$ cat src/rtl/secded_stream_codec.sv
// SECDED (extended Hamming) stream encoder/decoder, per-beat mode; SECDED_ERR_CNT_EN builds error counters.
// Latency: 2 cycles from input acceptance to out_valid, 1 beat/cycle throughput.
// Backpressure: out_ready low freezes stage 2; in_ready drops only when both stages hold beats.
module secded_stream_codec #(
    parameter int DATA_WIDTH = 32,
    parameter int CNT_WIDTH  = 16,
    localparam int PAR_W = $clog2(DATA_WIDTH + $clog2(DATA_WIDTH) + 1),
    localparam int CW_W  = DATA_WIDTH + PAR_W + 1,
    localparam int POS_W = $clog2(CW_W)
) (
    input  logic                 clk,
    input  logic                 rst_n,
    input  logic                 in_valid,
    output logic                 in_ready,
    input  logic                 in_mode,
    input  logic [CW_W-1:0]      in_word,
    output logic                 out_valid,
    input  logic                 out_ready,
    output logic [CW_W-1:0]      out_word,
    output logic                 out_mode,
    output logic                 out_single_err,
    output logic                 out_double_err,
    output logic [POS_W-1:0]     out_err_pos,
    input  logic                 clr_cnt,
    output logic [CNT_WIDTH-1:0] corr_cnt,
    output logic [CNT_WIDTH-1:0] uncorr_cnt
);

    // Index i maps to Hamming position i+1; non-power-of-two positions carry data LSB first.
    function automatic logic [CW_W-1:0] f_encode(input logic [DATA_WIDTH-1:0] d);
        logic [CW_W-1:0]  cw;
        logic [PAR_W-1:0] syn;
        int               j;
        cw  = '0;
        syn = '0;
        j   = 0;
        for (int i = 0; i < CW_W - 1; i++) begin
            if (((i + 1) & i) != 0) begin
                cw[i] = d[j];
                if (d[j]) syn ^= PAR_W'(i + 1);
                j++;
            end
        end
        for (int k = 0; k < PAR_W; k++) cw[(1 << k) - 1] = syn[k];
        cw[CW_W-1] = ^cw[CW_W-2:0];
        return cw;
    endfunction

    function automatic logic [PAR_W-1:0] f_syndrome(input logic [CW_W-1:0] cw);
        logic [PAR_W-1:0] syn;
        syn = '0;
        for (int i = 0; i < CW_W - 1; i++) begin
            if (cw[i]) syn ^= PAR_W'(i + 1);
        end
        return syn;
    endfunction

    function automatic logic [DATA_WIDTH-1:0] f_extract(input logic [CW_W-1:0] cw);
        logic [DATA_WIDTH-1:0] d;
        int                    j;
        d = '0;
        j = 0;
        for (int i = 0; i < CW_W - 1; i++) begin
            if (((i + 1) & i) != 0) begin
                d[j] = cw[i];
                j++;
            end
        end
        return d;
    endfunction

    logic                  r_s1_vld;
    logic                  r_s1_mode;
    logic [CW_W-1:0]       r_s1_word;
    logic [PAR_W-1:0]      r_s1_syn;
    logic                  r_s1_par;

    logic                  r_out_vld;
    logic                  r_out_mode;
    logic [CW_W-1:0]       r_out_word;
    logic                  r_out_single;
    logic                  r_out_double;
    logic [POS_W-1:0]      r_out_pos;

    logic                  w_s2_load;
    logic [CW_W-1:0]       w_cw;
    logic [CW_W-1:0]       w_res;
    logic                  w_single;
    logic                  w_double;
    logic [POS_W-1:0]      w_pos;

    assign w_s2_load = !r_out_vld || out_ready;
    assign in_ready  = !r_s1_vld || w_s2_load;

    always_ff @(posedge clk or negedge rst_n) begin
        if (!rst_n) begin
            r_s1_vld  <= 1'b0;
            r_s1_mode <= 1'b0;
            r_s1_word <= '0;
            r_s1_syn  <= '0;
            r_s1_par  <= 1'b0;
        end else if (in_ready) begin
            r_s1_vld <= in_valid;
            if (in_valid) begin
                r_s1_mode <= in_mode;
                r_s1_word <= in_word;
                r_s1_syn  <= f_syndrome(in_word);
                r_s1_par  <= ^in_word;
            end
        end
    end

    always_comb begin
        w_cw     = r_s1_word;
        w_res    = '0;
        w_single = 1'b0;
        w_double = 1'b0;
        w_pos    = '0;
        if (!r_s1_mode) begin
            w_res = f_encode(r_s1_word[DATA_WIDTH-1:0]);
        end else begin
            if (r_s1_syn == '0) begin
                if (r_s1_par) begin
                    w_single = 1'b1;
                    w_pos    = POS_W'(CW_W - 1);
                end
            end else if (r_s1_par && (int'(r_s1_syn) <= CW_W - 1)) begin
                w_single = 1'b1;
                w_pos    = POS_W'(int'(r_s1_syn) - 1);
                for (int i = 0; i < CW_W - 1; i++) begin
                    if (int'(r_s1_syn) == i + 1) w_cw[i] = ~w_cw[i];
                end
            end else begin
                w_double = 1'b1;
            end
            w_res = {{(CW_W-DATA_WIDTH){1'b0}}, f_extract(w_cw)};
        end
    end

    always_ff @(posedge clk or negedge rst_n) begin
        if (!rst_n) begin
            r_out_vld    <= 1'b0;
            r_out_mode   <= 1'b0;
            r_out_word   <= '0;
            r_out_single <= 1'b0;
            r_out_double <= 1'b0;
            r_out_pos    <= '0;
        end else if (w_s2_load) begin
            r_out_vld <= r_s1_vld;
            if (r_s1_vld) begin
                r_out_mode   <= r_s1_mode;
                r_out_word   <= w_res;
                r_out_single <= w_single;
                r_out_double <= w_double;
                r_out_pos    <= w_pos;
            end
        end
    end

    assign out_valid      = r_out_vld;
    assign out_mode       = r_out_mode;
    assign out_word       = r_out_word;
    assign out_single_err = r_out_single;
    assign out_double_err = r_out_double;
    assign out_err_pos    = r_out_pos;

`ifdef SECDED_ERR_CNT_EN
    logic [CNT_WIDTH-1:0] r_corr_cnt;
    logic [CNT_WIDTH-1:0] r_uncorr_cnt;
    logic                 w_fire;

    assign w_fire = r_out_vld && out_ready && r_out_mode;

    always_ff @(posedge clk or negedge rst_n) begin
        if (!rst_n) begin
            r_corr_cnt   <= '0;
            r_uncorr_cnt <= '0;
        end else if (clr_cnt) begin
            r_corr_cnt   <= '0;
            r_uncorr_cnt <= '0;
        end else if (w_fire) begin
            if (r_out_single && !(&r_corr_cnt))   r_corr_cnt   <= r_corr_cnt + 1'b1;
            if (r_out_double && !(&r_uncorr_cnt)) r_uncorr_cnt <= r_uncorr_cnt + 1'b1;
        end
    end

    assign corr_cnt   = r_corr_cnt;
    assign uncorr_cnt = r_uncorr_cnt;
`else
    logic w_unused_clr;
    assign w_unused_clr = clr_cnt;
    assign corr_cnt     = '0;
    assign uncorr_cnt   = '0;
`endif

endmodule

$ cat config.mk
export PLATFORM = sky130hd
export DESIGN_NAME = secded_stream_codec
export DESIGN_NICKNAME = d
export VERILOG_FILES = /design/src/rtl/secded_stream_codec.sv
export SDC_FILE = /design/constraint.sdc
export NUM_CORES = 1
export LEC_CHECK = 0
export ABC_AREA = 1
export BUFFER_PORTS_ARGS = -buffer_cell sky130_fd_sc_hd__buf_4
export CELL_PAD_IN_SITES_DETAIL_PLACEMENT = 1
export CELL_PAD_IN_SITES_GLOBAL_PLACEMENT = 2
export CORE_ASPECT_RATIO = 0.8
export CORE_MARGIN = 2
export CORE_UTILIZATION = 32
export CTS_CLUSTER_SIZE = 24
export DETAILED_ROUTE_END_ITERATION = 8
export GPL_TIMING_DRIVEN = 0
export PLACE_DENSITY = 0.83
export SLEW_MARGIN = 15
export SYNTH_ARGS = -nofsm -noshare
export SYNTH_HDL_FRONTEND = slang
export SYNTH_SLANG_ARGS = --single-unit
$ cat constraint.sdc
create_clock -name clk -period 2.2 [get_ports clk]
set_clock_uncertainty 0.05 [all_clocks]
set_input_delay 0.44 -clock clk [delete_from_list [all_inputs] [get_ports clk]]
set_output_delay 0.44 -clock clk [all_outputs]
set_load 0.005 [all_outputs]
Word level (Yosys, flattened, before mapping)
Index checks and enable logic that the tools add are counted.
- output and inout port bits: 82
- input bits: 45
- logic and storage cells: 891
- register bits after elaboration: 96
- $add $sub $neg: 61
- muxes and demuxes: 540
- equal/unequal tests: 38
- $lt $le $gt $ge: 94
- bitwise logic cells: 106
- reduce and logical (&&, ||, !) cells: 41
- operators with widths (cell ; count):
    2-to-1 mux 32 bit ; 92
    less-than comparator 32 x 7 -> 1 bit, second input constant ; 62
    adder 32 x 2 -> 32 bit, second input constant ; 60
    bitwise mux 32 bit ; 31
    >= comparator 32 x 1 -> 1 bit, second input constant ; 31
    2-to-1 mux 6 bit ; 123
    2-to-1 mux 1 bit ; 172
    binary-select mux 1 bit (select 5 bit) ; 31
    demux 1 bit (select 5 bit) ; 31
    2-to-1 mux 5 bit ; 31
    equality test 6 bit, second input constant ; 23
    2-to-1 mux 38 bit ; 3
    NOT 3 bit ; 26
    2-to-1 mux 4 bit ; 15
    NOT 2 bit ; 25
    equality test 6 x 5 -> 1 bit, second input constant ; 8
    NOT 1 bit ; 43
    NOT 4 bit ; 10
    2-to-1 mux 39 bit ; 1
    XOR reduction 39 bit ; 1
    XOR reduction 38 bit ; 1
    logical AND 1 bit ; 32
    equality test 6 x 4 -> 1 bit, second input constant ; 4
    2-to-1 mux 3 bit ; 7
    other kinds (10) ; 17

Depth between registers and ports, before layout
Gate-level depths: netlist of the first run.
- word-level depth: 150
- gate-level depth with buffers: 23
- gate-level depth less buffers: 22

Worst setup path after synthesis of the first run
Ideal clock, no wire load.
- path type: register to register
- from: register r_s1_syn[3]
- to: register r_out_word[24] (netlist: out_word[24])
- stages on the path, launching flop included: 13
- buffers on the path: 2
- arrival time: 1.668 ns
- slack: 0.344 ns
- setup time: 0.139 ns
- required time: 2.011 ns
- period minus slack after synthesis: 1.856 ns
- path through: dfrtp_1 -> buf_2 -> inv_1 -> nand2_2 -> inv_1 -> nand2_1 -> nor2_2 -> o21ai_4 -> nor3_4 -> buf_6 -> nand3_1 -> nand2_1 -> o221ai_1
- word-level cells in the longest chain between the ends: 67
- elaborated cells between the ends (all ways): 130
- those cells by class: 1 x order compare; 31 x eq/ne; 96 x mux; 2 x reduce/logical
- RTL lines (item ; RTL line ; RTL):
    start, declared ; 75 ; logic [PAR_W-1:0] r_s1_syn;
    start signal, assigned ; 107 ; r_s1_syn <= f_syndrome(in_word);
    <= comparator 6 bit or equality test 6 x 4 -> 1 bit (tied branches) ; 127, 131 ;
    logical AND 1 bit or 2-to-1 mux 1 bit (tied branches) ; 127, 131 ;
    2-to-1 mux 38 bit ; 127 ; end else if (r_s1_par && (int'(r_s1_syn) <= CW_W - 1)) begin
    2-to-1 mux 38 bit (*) ; 122 ; if (r_s1_syn == '0) begin
    2-to-1 mux 38 bit (*) ; 119 ; if (!r_s1_mode) begin
    bitwise mux 32 bit ; 65 ; d[j] = cw[i];
    2-to-1 mux 32 bit ; 119 ;
    bitwise mux 32 bit ; 65 ;
    (+51 left out) ; n/a ;
    bitwise mux 32 bit ; 65 ;
    2-to-1 mux 32 bit ; 119 ;
    bitwise mux 32 bit ; 65 ;
    2-to-1 mux 32 bit ; 119 ;
    bitwise mux 32 bit ; 65 ;
    2-to-1 mux 32 bit ; 119 ;
    bitwise mux 32 bit (*) ; 65 ;
    2-to-1 mux 39 bit (*) ; 119 ;
    end signal, assigned ; 152 ; r_out_word <= w_res;
    end, declared ; 80 ; logic [CW_W-1:0] r_out_word;
Mark *: on every way between the ends. The rest lies on a longest branch, timed or not. The select of a mux whose other input is x is not followed.
A chain may end at the register's enable or synchronous reset.

Final worst setup path of the first run
- from: register r_s1_word[27]
- to: register r_out_word[38] (netlist: out_word[38])
- word-level cells in the longest chain between the ends: 84
- elaborated cells between the ends (all ways): 218
- those cells by class: 187 x mux; 30 x bitwise; 1 x reduce/logical
- RTL lines (item ; RTL line ; RTL):
    start, declared ; 74 ; logic [CW_W-1:0] r_s1_word;
    start signal, assigned ; 106 ; r_s1_word <= in_word;
    binary-select mux 1 bit (select 5 bit) ; 39, 40 ;
    2-to-1 mux 1 bit (not written as such) (2 in series) ; 39, 40 ;
    2-to-1 mux 3 bit ; 40 ; if (d[j]) syn ^= PAR_W'(i + 1);
    2-to-1 mux 6 bit ; 119 ;
    NOT 2 bit (no source line) ; n/a ;
    2-to-1 mux 3 bit ; 40 ;
    2-to-1 mux 6 bit ; 119 ;
    NOT 3 bit (no source line) ; n/a ;
    (+67 left out) ; n/a ;
    NOT 3 bit (no source line) ; n/a ;
    2-to-1 mux 6 bit ; 40 ;
    2-to-1 mux 6 bit ; 119 ;
    NOT 3 bit (no source line) ; n/a ;
    2-to-1 mux 6 bit ; 40 ;
    2-to-1 mux 6 bit ; 119 ;
    XOR reduction 38 bit (*) ; 45 ; cw[CW_W-1] = ^cw[CW_W-2:0];
    2-to-1 mux 39 bit (*) ; 119 ;
Marked as above.

==> results.md, run 1 <==
- TritonRoute pass-1 iters: 5
- Post-synth top area cell: dfrtp_1
- Largest net degree at the start of global routing: 97
- Initial drt markers: 419
- Routed WL: 25.7 mm
- Crit-path leading delay family: simple AND/OR/NAND/NOR gates
- Global-route usage over all layers: 0.230
- Rows: 47
- Core Util, Final: 0.420
- Post-synth top flop: dfrtp_1
- Die Wd: 167 um
- Post-Syn Area: 0.00677 sq mm
- WS Path Type: flop to flop
- Hold crit path type: input pin to async pin
- Buffers on Ports: 91
- Synth Instances: 897
- Share of the synthesized area in the top cell type: 0.355
- Leak pwr: 4.23 nW
- # diodes: 0
- CP Max Fanout: 4
- Clock sink total: 96
- Worst setup margin: 57.9 ps
- Initial core utilization: 0.327
- H-Tree Depth: 3
- Fin area: 0.00869 sq mm
- Initial antenna violation count: 0
- Top Ports: 127
- DR WL/cell: 19.4 um
- Global-route wire length before repair: 38.5 mm
- Max transition margin: 0.358
- Worst IR Drop VDD: 398 uV
- Crit path largest cell delay: 460 ps
- RSZ-0062 raised after global routing: yes
- Critical Path Start Type: flop
- DPL Wire Length: 20.0 mm
- Layout Nets: 1101
- Critical Path Sink Type: flop
- Pre-CTS setup slack: -299 ps
- Post-DRT Antenna Nets: 0
- GPL Wtd Cong: 0.925
- WP data required: 2400 ps
- DR vias: 6393
- Worst path bufs/invs: 1
- Synth warnings: 0
- CTS max path bufs: 2
- Synthesized area per cell: 7.54 sq um
- Status: finished clean
- Root Driver: clkbuf_16
- Die area: 0.0223 sq mm
- Synth cell types: 39
- Slowest CP cell: dfrtp_1
- Power per cell area: 1070 mW/mm^2
- DRC: 0
- Cell Chain, Critical Path: inv_1 -> nand2_1 -> nand3_1 -> nand2_1 -> xnor2_2 -> nand3b_1 -> nand3_2 -> nand2_2 -> nand2_2 -> nand2_1 -> nand2_1 -> nand2_1 -> nand2_1 -> nand3_1 -> nand2_1
- Arr. time, crit path: 2350 ps
- Worst path most repeated cell: nand2_1
- Worst-skew pair later-pin latency: 360 ps
- Core Area: 0.0207 sq mm
- Post-synth EDFFs: 0
- Layout cell share with drive strength beyond 1: 0.268
- Vias in the first global route: 6302
- Post-synthesis sequential area ratio: 0.355
- Measured slew at the worst slew-check pin: 963 ps
- Ys async rst share: 1.00
- Final Setup Violations: 0
- #FFs+latches synth: 96
- GRT overflow: 0
- CTS tree: built
- Final period util: 0.974
- Most common cell in the netlist: nand2_1
- Hold Fails Final Rpt: 0
- Max Freq: 467 MHz
- Fin. max-slew vios: 0
- Dpl cell area: 0.00791 sq mm
- Reg clk slew, reported paths: 80 ps
- Synth cell count leaders: nand2_1, dfrtp_1, inv_1, xnor2_1, xor2_1
- Cts bufs inserted: 9
- Syn-to-layout area delta: 28.4%
- Max Cap Violations: 0
- Ranking of synthesized cells by area: dfrtp_1, nand2_1, xnor2_1
- Die height: 134 um
- Vias per std cell: 4.83
- Tmin final: 2140 ps
- Total chip power: 9.32 mW
## flip-flops by register name (all words and copies together) (netlist names)
| register | cells |
|---|---|
| r_s1_syn | 6 |
| out_word | 39 |
| r_s1_mode | 1 |
| r_s1_word | 38 |
| out_valid | 1 |
| r_s1_par | 1 |
| out_double_err | 1 |
| r_s1_vld | 1 |
| out_single_err | 1 |
| out_err_pos | 6 |
| out_mode | 1 |
## cell usage in the layout, fill, tap and decap left out, drive strengths merged, types with 2 or more instances in the layout
master	instances
o211ai	7
nand3	38
conb	32
inv	87
clkinvlp	5
a22o	3
nand3b	3
o21ai	51
ha	5
nor2	32
xnor2	82
nor3	4
nand2	304
nor4	4
a21oi	11
o221ai	23
buf	157
xor2	70
clkbuf	30
dfrtp	96
clkinv	2
or2	4
## cells by family after synthesis
kind of cell / synth area share
buf+inv: 0.109
xor+xnor: 0.199
flops: 0.355
fa+ha+maj: 0.00925
simple gates: 0.233
other cells: 0.000554
compound gates: 0.0941
## where the power goes
group	leakage, nW	switching (mW)	total [mW]	internal (mW)
logic	2.92	2.95	4.95	2.00
clock network	0.134	0.766	1.65	0.883
registers	1.18	0.469	2.72	2.25
## cell type report
class	instances	area (sq um)
clock buffers	9	225
inverters	89	364
flip-flops and latches	96	2420
fillers	2558	12000
clock inverters	6	70.1
plain buffers	64	435
repair buffers	114	870
well taps	269	337
multi-input cells	677	3960
## what timing repair did
action	in CTS	in global routing
setup buffers	10	12
pin swaps	6	30
setup endpoints to repair	55	54
hold buffers	0	0
cloned	0	1
gates resized for setup	40	90
## worst paths after layout
kind                       cells after the start                         end                  startpoint  slack, ps
setup / recovery                              15    out_word[38]$_DFFE_PN0P_   r_s1_word[27]$_DFFE_PN0P_         60
hold / removal                                 1       r_s1_mode$_DFFE_PN0P_                       rst_n        130
setup reg to reg                              15    out_word[38]$_DFFE_PN0P_   r_s1_word[27]$_DFFE_PN0P_         60
hold reg to reg                                1  out_single_err$_DFFE_PN0P_  out_single_err$_DFFE_PN0P_        430
max in group asynchronous                      1   r_s1_word[21]$_DFFE_PN0P_                       rst_n       1230
min in group clk                               3   r_s1_word[17]$_DFFE_PN0P_                 in_word[17]        280
## per-stage QoR
step                std cells  setup TNS [ps]  hold slack, ps
floorplan                 928               0            94.4
global placement         1288           -9590             417
detailed placement       1288          -11890             419
CTS                      1312               0             190
global route             1324            -196             218
finish                   1324               0             129
## per-layer routing
layer  share of wire  vias to the layer above  track usage
met5               0                        -            0
met4           0.014                        0       0.0460
met3           0.057                       22       0.0460
met2            0.43                      184        0.349
met1            0.50                     3129        0.341
li1                -                     3058            -
Power figures use the tool's default switching activity.
==> run 2, diff against run 1 <==
--- a/config.mk
+++ b/config.mk
@@ -16,6 +16,7 @@
 export DETAILED_ROUTE_END_ITERATION = 8
 export GPL_TIMING_DRIVEN = 0
 export PLACE_DENSITY = 0.83
+export REMOVE_ABC_BUFFERS = 1
 export SLEW_MARGIN = 15
 export SYNTH_ARGS = -nofsm -noshare
 export SYNTH_HDL_FRONTEND = slang
==> results.md, run 2 (synthesized netlist as in run 1, its figures left out) <==
- Status: finished clean
- Cts bufs inserted: 9 (unchanged)
- Layout cell share with drive strength beyond 1: 0.289 (+0.0209)
- Vias in the first global route: 6075 (-3.6%)
- Routed WL: 25.1 mm (-2.4%)
- Max transition margin: 0.356 (-0.00155)
- Final Setup Violations: 0 (unchanged)
- Arr. time, crit path: 2400 ps (+50 ps)
- DR WL/cell: 19.3 um (-0.78%)
- Global-route wire length before repair: 36.8 mm (-4.3%)
- Final Non-Filler Cells: 1303 (-1.6%)
- Syn-to-layout area delta: 29.7%
- WS Path Type: flop to flop
- H-Tree Depth: 3 (unchanged)
- Placed cell count: 1226 (-4.8%)
- Global-route usage over all layers: 0.219 (-0.0112)
- Top Ports: 127 (unchanged)
- Max Cap Violations: 0 (unchanged)
- WP data required: 2410 ps (about the same)
- Tmin final: 2190 ps (+52.8 ps)
- Post-DRT Antenna Nets: 0 (unchanged)
- Final Hold Slack: 103 ps (-26.4 ps)
- Critical Path Sink Type: flop
- Worst-skew pair later-pin latency: 360 ps (about the same)
- Core Area: 0.0207 sq mm (unchanged)
- Layout Nets: 1079 (-2.0%)
- Final period util: 0.998 (+0.0240)
- Vias per std cell: 4.89 (+1.2%)
- Initial drt markers: 545 (+30%)
- Most frequent cells in the layout: nand2_1, buf_4, xnor2_1, dfrtp_1, xor2_1
- Hold Fails Final Rpt: 0 (unchanged)
- Rows: 47 (unchanged)
- Die height: 134 um (unchanged)
- DPL Wire Length: 18.0 mm (-10%)
- TNS Setup: 0 ps (unchanged)
- TritonRoute pass-1 iters: 5 (unchanged)
- GRT overflow: 0 (unchanged)
- Commonest non-fill, non-tap cell in the layout: nand2_1
- Die area: 0.0223 sq mm (unchanged)
- Initial core utilization: 0.327 (unchanged)
- DR vias: 6367 (-0.41%)
- CP Max Fanout: 5 (+1)
- Die Wd: 167 um (unchanged)
- Largest net degree at the start of global routing: 97 (unchanged)
- Critical Path Start Type: flop
- Clock sink total: 96 (unchanged)
- # fillers: 2518 (-1.6%)
- Fin. max-slew vios: 0 (unchanged)
- Initial antenna violation count: 0 (unchanged)
- Max Freq: 456 MHz (-2.4%)
- Buffers on Ports: 93 (+2.2%)
- Reg2reg path depth: 19 (+4)
- Reg clk slew, reported paths: 70 ps (about the same)
- # diodes: 0 (unchanged)
- CTS max path bufs: 2 (unchanged)
- Total chip power: 9.58 mW (+2.8%)
- Power per cell area: 1090 mW/mm^2 (+1.7%)
- Root Driver: clkbuf_16
- Hold crit path type: input pin to async pin
- Leak pwr: 4.22 nW (-0.21%)
- DRC: 0 (unchanged)
- CTS tree: built
- Number of flip-flops in the largest register: 39 (unchanged)
- Worst IR Drop VDD: 491 uV (+24%)
- GPL Wtd Cong: 0.838 (-9.4%)
- RSZ-0062 raised after global routing: yes
- Measured slew at the worst slew-check pin: 966 ps (+2.32 ps)
==> run 2: routing by layer <==
layer | GRT usage | up-vias | share of wire
li1 | - | 3017 | -
met3 | 0.0513 | 22 | 0.076
met1 | 0.324 | 3110 | 0.47
met4 | 0.0330 | 0 | 0.014
met5 | 0 | - | 0
met2 | 0.332 | 218 | 0.44
==> run 2: critical path: stages, from the launching register on <==
cell     delay, ps
dfrtp_2        470
buf_12         160
xor2_1         170
nand2_1         90
nand2_1        120
nand3_1        110
nand2_1        110
inv_1           50
nand2_1         70
nand2_2         90
inv_2           60
nand2_2         50
nand2_1         80
nand2_2         60
nand2_1         50
nand2_1         60
nand2_1         80
nand2_1         50
nand3_1         60
nand2_1         50
==> run 2: stage by stage <==
step / cell area (sq um) / utilization / setup slack (ps)
after floorplan: 6480 / - / -622
after global placement: 7520 / 0.363 / -3030
after detailed placement: 7570 / 0.366 / -1480
after CTS: 8230 / 0.398 / 3.03
after global routing: 8780 / 0.424 / -114
final: 8780 / 0.424 / 5.06
==> run 2: power breakdown <==
group / total [mW] / internal [mW] / switching [mW]
combinational: 5.02 / 2.16 / 2.86
clock: 1.75 / 1.00 / 0.750
sequential: 2.80 / 2.26 / 0.537
==> run 2: final timing paths <==
path	from	to	slack (ps)
setup / recovery	r_s1_word[17]$_DFFE_PN0P_	out_word[38]$_DFFE_PN0P_	5
hold / removal	rst_n	out_single_err$_DFFE_PN0P_	100
setup reg to reg	r_s1_word[17]$_DFFE_PN0P_	out_word[38]$_DFFE_PN0P_	5
hold reg to reg	out_word[36]$_DFFE_PN0P_	out_word[36]$_DFFE_PN0P_	430
max in group asynchronous	rst_n	r_s1_word[14]$_DFFE_PN0P_	1240
min in group clk	in_mode	r_s1_mode$_DFFE_PN0P_	240
==> run 2: final cells by class <==
class | instances | area, sq um | area share
sequential | 96 | 2430 | 0.277
inverter | 89 | 363 | 0.0413
multi-input combinational | 677 | 4070 | 0.464
timing repair inverter | 1 | 7.51 | 0.000855
tap | 269 | 337 | 0.0383
timing repair buffer | 155 | 1240 | 0.141
clock buffer | 10 | 229 | 0.0261
clock inverter | 6 | 93.8 | 0.0107
==> run 2: what timing repair did <==
action | in CTS | in global routing
setup buffers | 20 | 40
hold endpoints to repair | 0 | 0
pin swaps | 8 | 26
setup endpoints to repair | 79 | 38
gates cloned | 1 | 0
hold buffers | 0 | 0
gates resized for setup | 42 | 90
